## src/rtl/hs_pkg.sv

```systemverilog
// Shared types and default sizes for the req/ack byte transmitter.
// Latency: none (declarations only).
// Backpressure: none (declarations only).
package hs_pkg;

    // Default configuration of the transmitter.
    localparam int HS_DATA_W      = 8;
    localparam int HS_DEPTH       = 4;
    localparam int HS_SYNC_STAGES = 2;
    localparam int HS_TIMEOUT_CYC = 1000;

    // Handshake sequencer states.
    typedef enum logic [1:0] {
        IDLE     = 2'd0,
        SETUP    = 2'd1,
        WAIT_ACK = 2'd2,
        WAIT_REL = 2'd3
    } hs_state_t;

endpackage

```

## src/rtl/hs_ack_sync.sv

```systemverilog
// Brings the MCU acknowledge into the clk domain through a plain flop chain.
// Latency: SYNC_STAGES clk cycles from ack_async to ack_s.
// Backpressure: none; samples every cycle.
module hs_ack_sync #(
    parameter int SYNC_STAGES = 2
) (
    input  logic clk,
    input  logic reset,
    input  logic ack_async,
    output logic ack_s
);

    logic [SYNC_STAGES-1:0] chain;

    // Shift the asynchronous level through the chain; reset clears every stage.
    always_ff @(posedge clk) begin
        if (reset) begin
            chain <= '0;
        end else begin
            chain <= {chain[SYNC_STAGES-2:0], ack_async};
        end
    end

    assign ack_s = chain[SYNC_STAGES-1];

endmodule

```

## src/rtl/hs_byte_tx.sv

```systemverilog
// Queues bytes in a small FIFO and sends each over a 4-phase req/ack link (optional ack timeout: HS_TIMEOUT_EN).
// Latency: word offered in the cycle after edge N -> data_out after edge N+2, req_out after edge N+3.
// Backpressure: in_ready drops while the FIFO is full; the link waits on ack (or the timeout when enabled).
module hs_byte_tx
    import hs_pkg::*;
#(
    parameter int DATA_W      = HS_DATA_W,
    parameter int DEPTH       = HS_DEPTH,
    parameter int SYNC_STAGES = HS_SYNC_STAGES,
    parameter int TIMEOUT_CYC = HS_TIMEOUT_CYC
) (
    input  logic                     clk,
    input  logic                     reset,
    input  logic                     in_valid,
    input  logic [DATA_W-1:0]        in_data,
    output logic                     in_ready,
    output logic [DATA_W-1:0]        data_out,
    output logic                     req_out,
    input  logic                     ack_async,
    output logic                     busy,
    output logic [$clog2(DEPTH):0]   fifo_count,
    output logic                     timeout_err
);

    localparam int AW = $clog2(DEPTH);
    localparam int CW = AW + 1;

    logic [DATA_W-1:0] mem [DEPTH];
    logic [AW-1:0]     wr_ptr;
    logic [AW-1:0]     rd_ptr;
    logic [CW-1:0]     count;
    logic              push;
    logic              pop;
    logic              ack_s;
    logic              req_set;
    logic              req_clr;
    logic              tmo_expired;
    hs_state_t         state;
    hs_state_t         state_nxt;

    hs_ack_sync #(
        .SYNC_STAGES (SYNC_STAGES)
    ) u_ack_sync (
        .clk       (clk),
        .reset     (reset),
        .ack_async (ack_async),
        .ack_s     (ack_s)
    );

    // A full FIFO ignores in_valid; a word pushed and popped together leaves count as is.
    assign in_ready   = (count < CW'(DEPTH));
    assign push       = in_valid && in_ready;
    assign fifo_count = count;
    assign busy       = (state != IDLE) || (count != '0);

    // Storage: write-only port here, the head is read when a word is launched.
    always_ff @(posedge clk) begin
        if (push) begin
            mem[wr_ptr] <= in_data;
        end
    end

    // Pointers wrap naturally because DEPTH is a power of two.
    always_ff @(posedge clk) begin
        if (reset) begin
            wr_ptr <= '0;
            rd_ptr <= '0;
            count  <= '0;
        end else begin
            if (push) begin
                wr_ptr <= wr_ptr + AW'(1);
            end
            if (pop) begin
                rd_ptr <= rd_ptr + AW'(1);
            end
            case ({push, pop})
                2'b10:   count <= count + CW'(1);
                2'b01:   count <= count - CW'(1);
                default: count <= count;
            endcase
        end
    end

`ifdef HS_TIMEOUT_EN
    localparam int TW = $clog2(TIMEOUT_CYC) + 1;

    logic [TW-1:0] tmo_cnt;
    logic          tmo_hit;

    // Per-phase watchdog: restarts on every state change, runs while waiting on the MCU.
    always_ff @(posedge clk) begin
        if (reset) begin
            tmo_cnt <= '0;
        end else if (state_nxt != state) begin
            tmo_cnt <= '0;
        end else if ((state == WAIT_ACK) || (state == WAIT_REL)) begin
            tmo_cnt <= tmo_cnt + TW'(1);
        end
    end

    assign tmo_expired = (tmo_cnt == TW'(TIMEOUT_CYC - 1));

    // A timeout only counts when the MCU did not answer in that same cycle.
    assign tmo_hit = tmo_expired &&
                     (((state == WAIT_ACK) && !ack_s) || ((state == WAIT_REL) && ack_s));

    // Sticky error: once the MCU has missed a phase, only reset clears it.
    always_ff @(posedge clk) begin
        if (reset) begin
            timeout_err <= 1'b0;
        end else if (tmo_hit) begin
            timeout_err <= 1'b1;
        end
    end
`else
    assign tmo_expired = 1'b0;
    assign timeout_err = 1'b0;
`endif

    // State register.
    always_ff @(posedge clk) begin
        if (reset) begin
            state <= IDLE;
        end else begin
            state <= state_nxt;
        end
    end

    // Next-state and handshake controls; a timed-out word is dropped, never retried.
    always_comb begin
        state_nxt = state;
        pop       = 1'b0;
        req_set   = 1'b0;
        req_clr   = 1'b0;
        case (state)
            IDLE: begin
                // A stale ack from the previous word must be released before loading.
                if ((count != '0) && !ack_s) begin
                    pop       = 1'b1;
                    state_nxt = SETUP;
                end
            end
            SETUP: begin
                // data_out has been stable for a full cycle when req rises.
                req_set   = 1'b1;
                state_nxt = WAIT_ACK;
            end
            WAIT_ACK: begin
                if (ack_s) begin
                    req_clr   = 1'b1;
                    state_nxt = WAIT_REL;
                end else if (tmo_expired) begin
                    req_clr   = 1'b1;
                    state_nxt = IDLE;
                end
            end
            WAIT_REL: begin
                if (!ack_s || tmo_expired) begin
                    state_nxt = IDLE;
                end
            end
            default: begin
                state_nxt = IDLE;
            end
        endcase
    end

    // Link outputs are registered; data_out holds until the next word is launched.
    always_ff @(posedge clk) begin
        if (reset) begin
            data_out <= '0;
            req_out  <= 1'b0;
        end else begin
            if (pop) begin
                data_out <= mem[rd_ptr];
            end
            if (req_set) begin
                req_out <= 1'b1;
            end else if (req_clr) begin
                req_out <= 1'b0;
            end
        end
    end

endmodule

```

## config.mk

```make
export PLATFORM = sky130hd
export DESIGN_NAME = hs_byte_tx
export DESIGN_NICKNAME = d
export VERILOG_FILES = /design/src/rtl/hs_pkg.sv /design/src/rtl/hs_ack_sync.sv /design/src/rtl/hs_byte_tx.sv
export SDC_FILE = /design/constraint.sdc
export NUM_CORES = 1
export LEC_CHECK = 0
export ABC_AREA = 0
export BUFFER_PORTS_ARGS = -buffer_cell sky130_fd_sc_hd__buf_2
export CELL_PAD_IN_SITES_DETAIL_PLACEMENT = 1
export CELL_PAD_IN_SITES_GLOBAL_PLACEMENT = 1
export CORE_ASPECT_RATIO = 1.75
export CORE_MARGIN = 5
export CORE_UTILIZATION = 49
export CTS_BUF_LIST = sky130_fd_sc_hd__clkbuf_4 sky130_fd_sc_hd__clkbuf_8
export DETAILED_ROUTE_END_ITERATION = 8
export PLACE_DENSITY_LB_ADDON = 0.08
export SYNTH_ARGS = -nofsm -noshare
export SYNTH_HDL_FRONTEND = slang
export SYNTH_SLANG_ARGS = --single-unit
```

## constraint.sdc

```tcl
create_clock -name clk -period 3.1 [get_ports clk]
set_clock_uncertainty 0.2 [all_clocks]
set_input_delay 0.465 -clock clk [delete_from_list [all_inputs] [get_ports clk]]
set_output_delay 0.465 -clock clk [all_outputs]
set_load 0.01 [all_outputs]
```

==> reports/metrics.yaml <==
die:
  ioPinCount: 27
  dieArea_um2: 5870
  die_y_um: 97.7
  core_um2: 4320
  die_w_um: 60.1
  rows: 32
  initial_core_util_pct: 49.8
power:
  peakVddDrop_mv: 0.464
  total_leakage_power_nw: 0.889
  power_frac_seq_pct: 46.2
  combPwrFrac_pct: 36.0
  power_mw: 2.18
  internal_power_mw: 1.40
  switchingPower_uw: 782
  power_switching_share_pct: 35.9
  power_density_nw_per_um2: 906
  pwr-share-clk_pct: 17.9
cts:
  cts.clk_slew.worst_paths_ns: 0.09
  clock_sinks: 52
  postCtsSetupBuffers: 0
  cts_resized: 0
  postCtsHoldBufs: 0
  cts_buffers: 5
  cts_htree_levels: 2
  clkLatencyLatePin_ns: 0.30
  cts.root.buffer_cell: "clkbuf_8"
  clk_path_buf_depth: 2
  cts_tree: "done"
route:
  firstDrtPassIters: 3
  first_iter_violations: 37
  via_per_inst: 5.42
  drt_wl_total_um: 3940
  drc: 0
  vias: 1273
  drtAntennaViolNets: 0
  wire_per_inst_um: 16.8
synthesis:
  synth_area_um2: 2150
  yosys_warnings: 0
  synth_cells: 159
  syn_avg_cell_area_um2: 13.5
  synth_nets: 181
  ys_types: 30
  synth_largest_area_cell: "edfxtp_1"
  synth_seq_area_share_pct: 63.2
  ys_seq_elements: 52
  synth_top_area_share_pct: 44.6
  synth.area.top_cells: "edfxtp_1 (45%), dfxtp_1 (19%), mux4_2 (8.4%), ha_1 (5.2%), a21oi_1 (2.8%)"
grt:
  grt-ovfl-total: 0
  grt_pass1_vias: 1365
  grt.total_usage_pct: 15.2
  grt_pass1_wl_um: 6630
  grt_max_degree: 23
  antenna_found_initial: 0
setup_path:
  crit_path_start_kind: "register"
  worstPathArrival_ns: 2.54
  cp.required_ns: 3.13
  path_max_fanout: 6
  crit_type: "register to register"
  worst_setup_path_end_kind: "register"
sta:
  finalMaxSlewViolations: 0
  finalCriticalPeriod_ns: 2.51
  hold_viol_final: 0
  finalSetupTns_ns: 0
  rsz0062_at_grt: "false"
  worst_slew_pin_slew_ns: 0.699
  maxSlewHeadroom_pct: 53.3
  finalSetupViolCount: 0
  fmaxAchievable_mhz: 398
  min_period_over_period_pct: 81.0
layout:
  nNetsFinal: 205
  final_common_cell: "edfxtp_1"
  nFillCells: 444
  diodes: 0
  ff_latch_area_um2: 1360
  area_growth_pct: 11.7
  multi_input_area_um2: 706
  mostFrequentLayoutCells: "edfxtp_1 (32), buf_2 (25), dfxtp_1 (20)"
  drive_above_1_share_pct: 23.9
status:
  status: "finished, final reports clean"
place:
  port_buffers: 25
  place_congestion: 0.687
  dpl.hpwl_um: 3010
job:
  drv_cap: 0
hold_path:
  hold_path.class: "input port to register"
==> registers in the layout, indices dropped and copies added (netlist names) <==
name	flops
rd_ptr	2
mem	32
u_ack_sync.chain	2
state	2
req_out	1
wr_ptr	2
data_out	8
fifo_count	3
==> cell usage after synthesis, drive strengths merged <==
master and count:
and2 4, nor3 1, nand2b 3, buf 4, clkbuf 6, nor2b 4
a211oi 1, or3 3, a2bb2oi 1, nand3 8, inv 10, dfxtp 20
conb 1, nor3b 1, nand2 2, nor2 10, o21ai 10, xnor2 1
a311oi 1, mux2i 2, ha 9, o21a 1, fa 1, mux4 8
xor2 2, a31o 1, a21oi 12, edfxtp 32
==> routing by layer <==
metal  vias up  GRT usage [%]  part of all wire [%]
met3         2           3.72                   3.7
li1        611              -                     -
met1       638           16.6                    37
met4         0           5.12                  0.69
met5         -              0                     0
met2        22           27.3                    58
==> area by class of cell <==
type	count	area share, %
sequential	52	56.6
multi-input combinational	87	29.3
timing repair buffer	27	5.83
clock buffer	5	2.86
tap	51	2.65
inverter	10	1.56
clock inverter	3	1.14
==> metrics by stage <==
step                util, %  hold WS [ns]  cells  instance area [um^2]  worst slack, ns
floorplan                 -         0.214    159                  2150            0.700
global placement       53.4         0.236    227                  2310            0.744
detailed placement     53.4         0.227    227                  2310            0.576
CTS                    55.6         0.160    235                  2400            0.559
global route           55.6         0.150    235                  2400            0.406
finish                 55.6         0.168    235                  2400            0.590
==> critical path: stages, from the launching register on <==
cell      delay, ns
dfxtp_1        0.35
inv_1          0.10
ha_1           0.26
nand2b_1       0.11
nor2_1         0.14
ha_1           0.20
inv_1          0.06
fa_1           0.37
xor2_1         0.15
or3_1          0.32
a21oi_1        0.17
==> power by group through the flow <==
| stage | clock network [mW] | logic, mW | registers [mW] |
|---|---|---|---|
| 2_1_floorplan | 0 | 0.548 | 1.01 |
| 3_3_place_gp | 0 | 0.757 | 1.01 |
| 3_5_place_dp | 0 | 0.806 | 1.03 |
| 4_1_cts | 0.404 | 0.810 | 1.01 |
| 5_1_grt | 0.441 | 0.880 | 1.03 |
| 6_report | 0.389 | 0.783 | 1.01 |
==> final timing paths <==
| kind | start | to | slack (ns) | cells past startpoint |
|---|---|---|---|---|
| max reg2reg | state[1]$_SDFFE_PP0P_ | fifo_count[2]$_SDFFE_PP0P_ | 0.59 | 10 |
| min reg2reg | u_ack_sync.chain[0]$_SDFF_PP0_ | u_ack_sync.chain[1]$_SDFF_PP0_ | 0.26 | 1 |
| max | state[1]$_SDFFE_PP0P_ | fifo_count[2]$_SDFFE_PP0P_ | 0.59 | 10 |
| min | in_data[6] | mem[1][6]$_DFFE_PP_ | 0.17 | 1 |
==> cell families after synthesis <==
family	Yosys count	share of synthesized area [%]
xor gates and xnor gates	3	1.22
buffers and inverters	20	4.01
other	1	0.174
DFF	52	63.2
AOI/OAI and AO/OA	27	7.32
muxes	10	9.30
adders and majority gates	10	6.16
and+or+nand+nor	36	8.60
(Power assumes the default switching activity.)
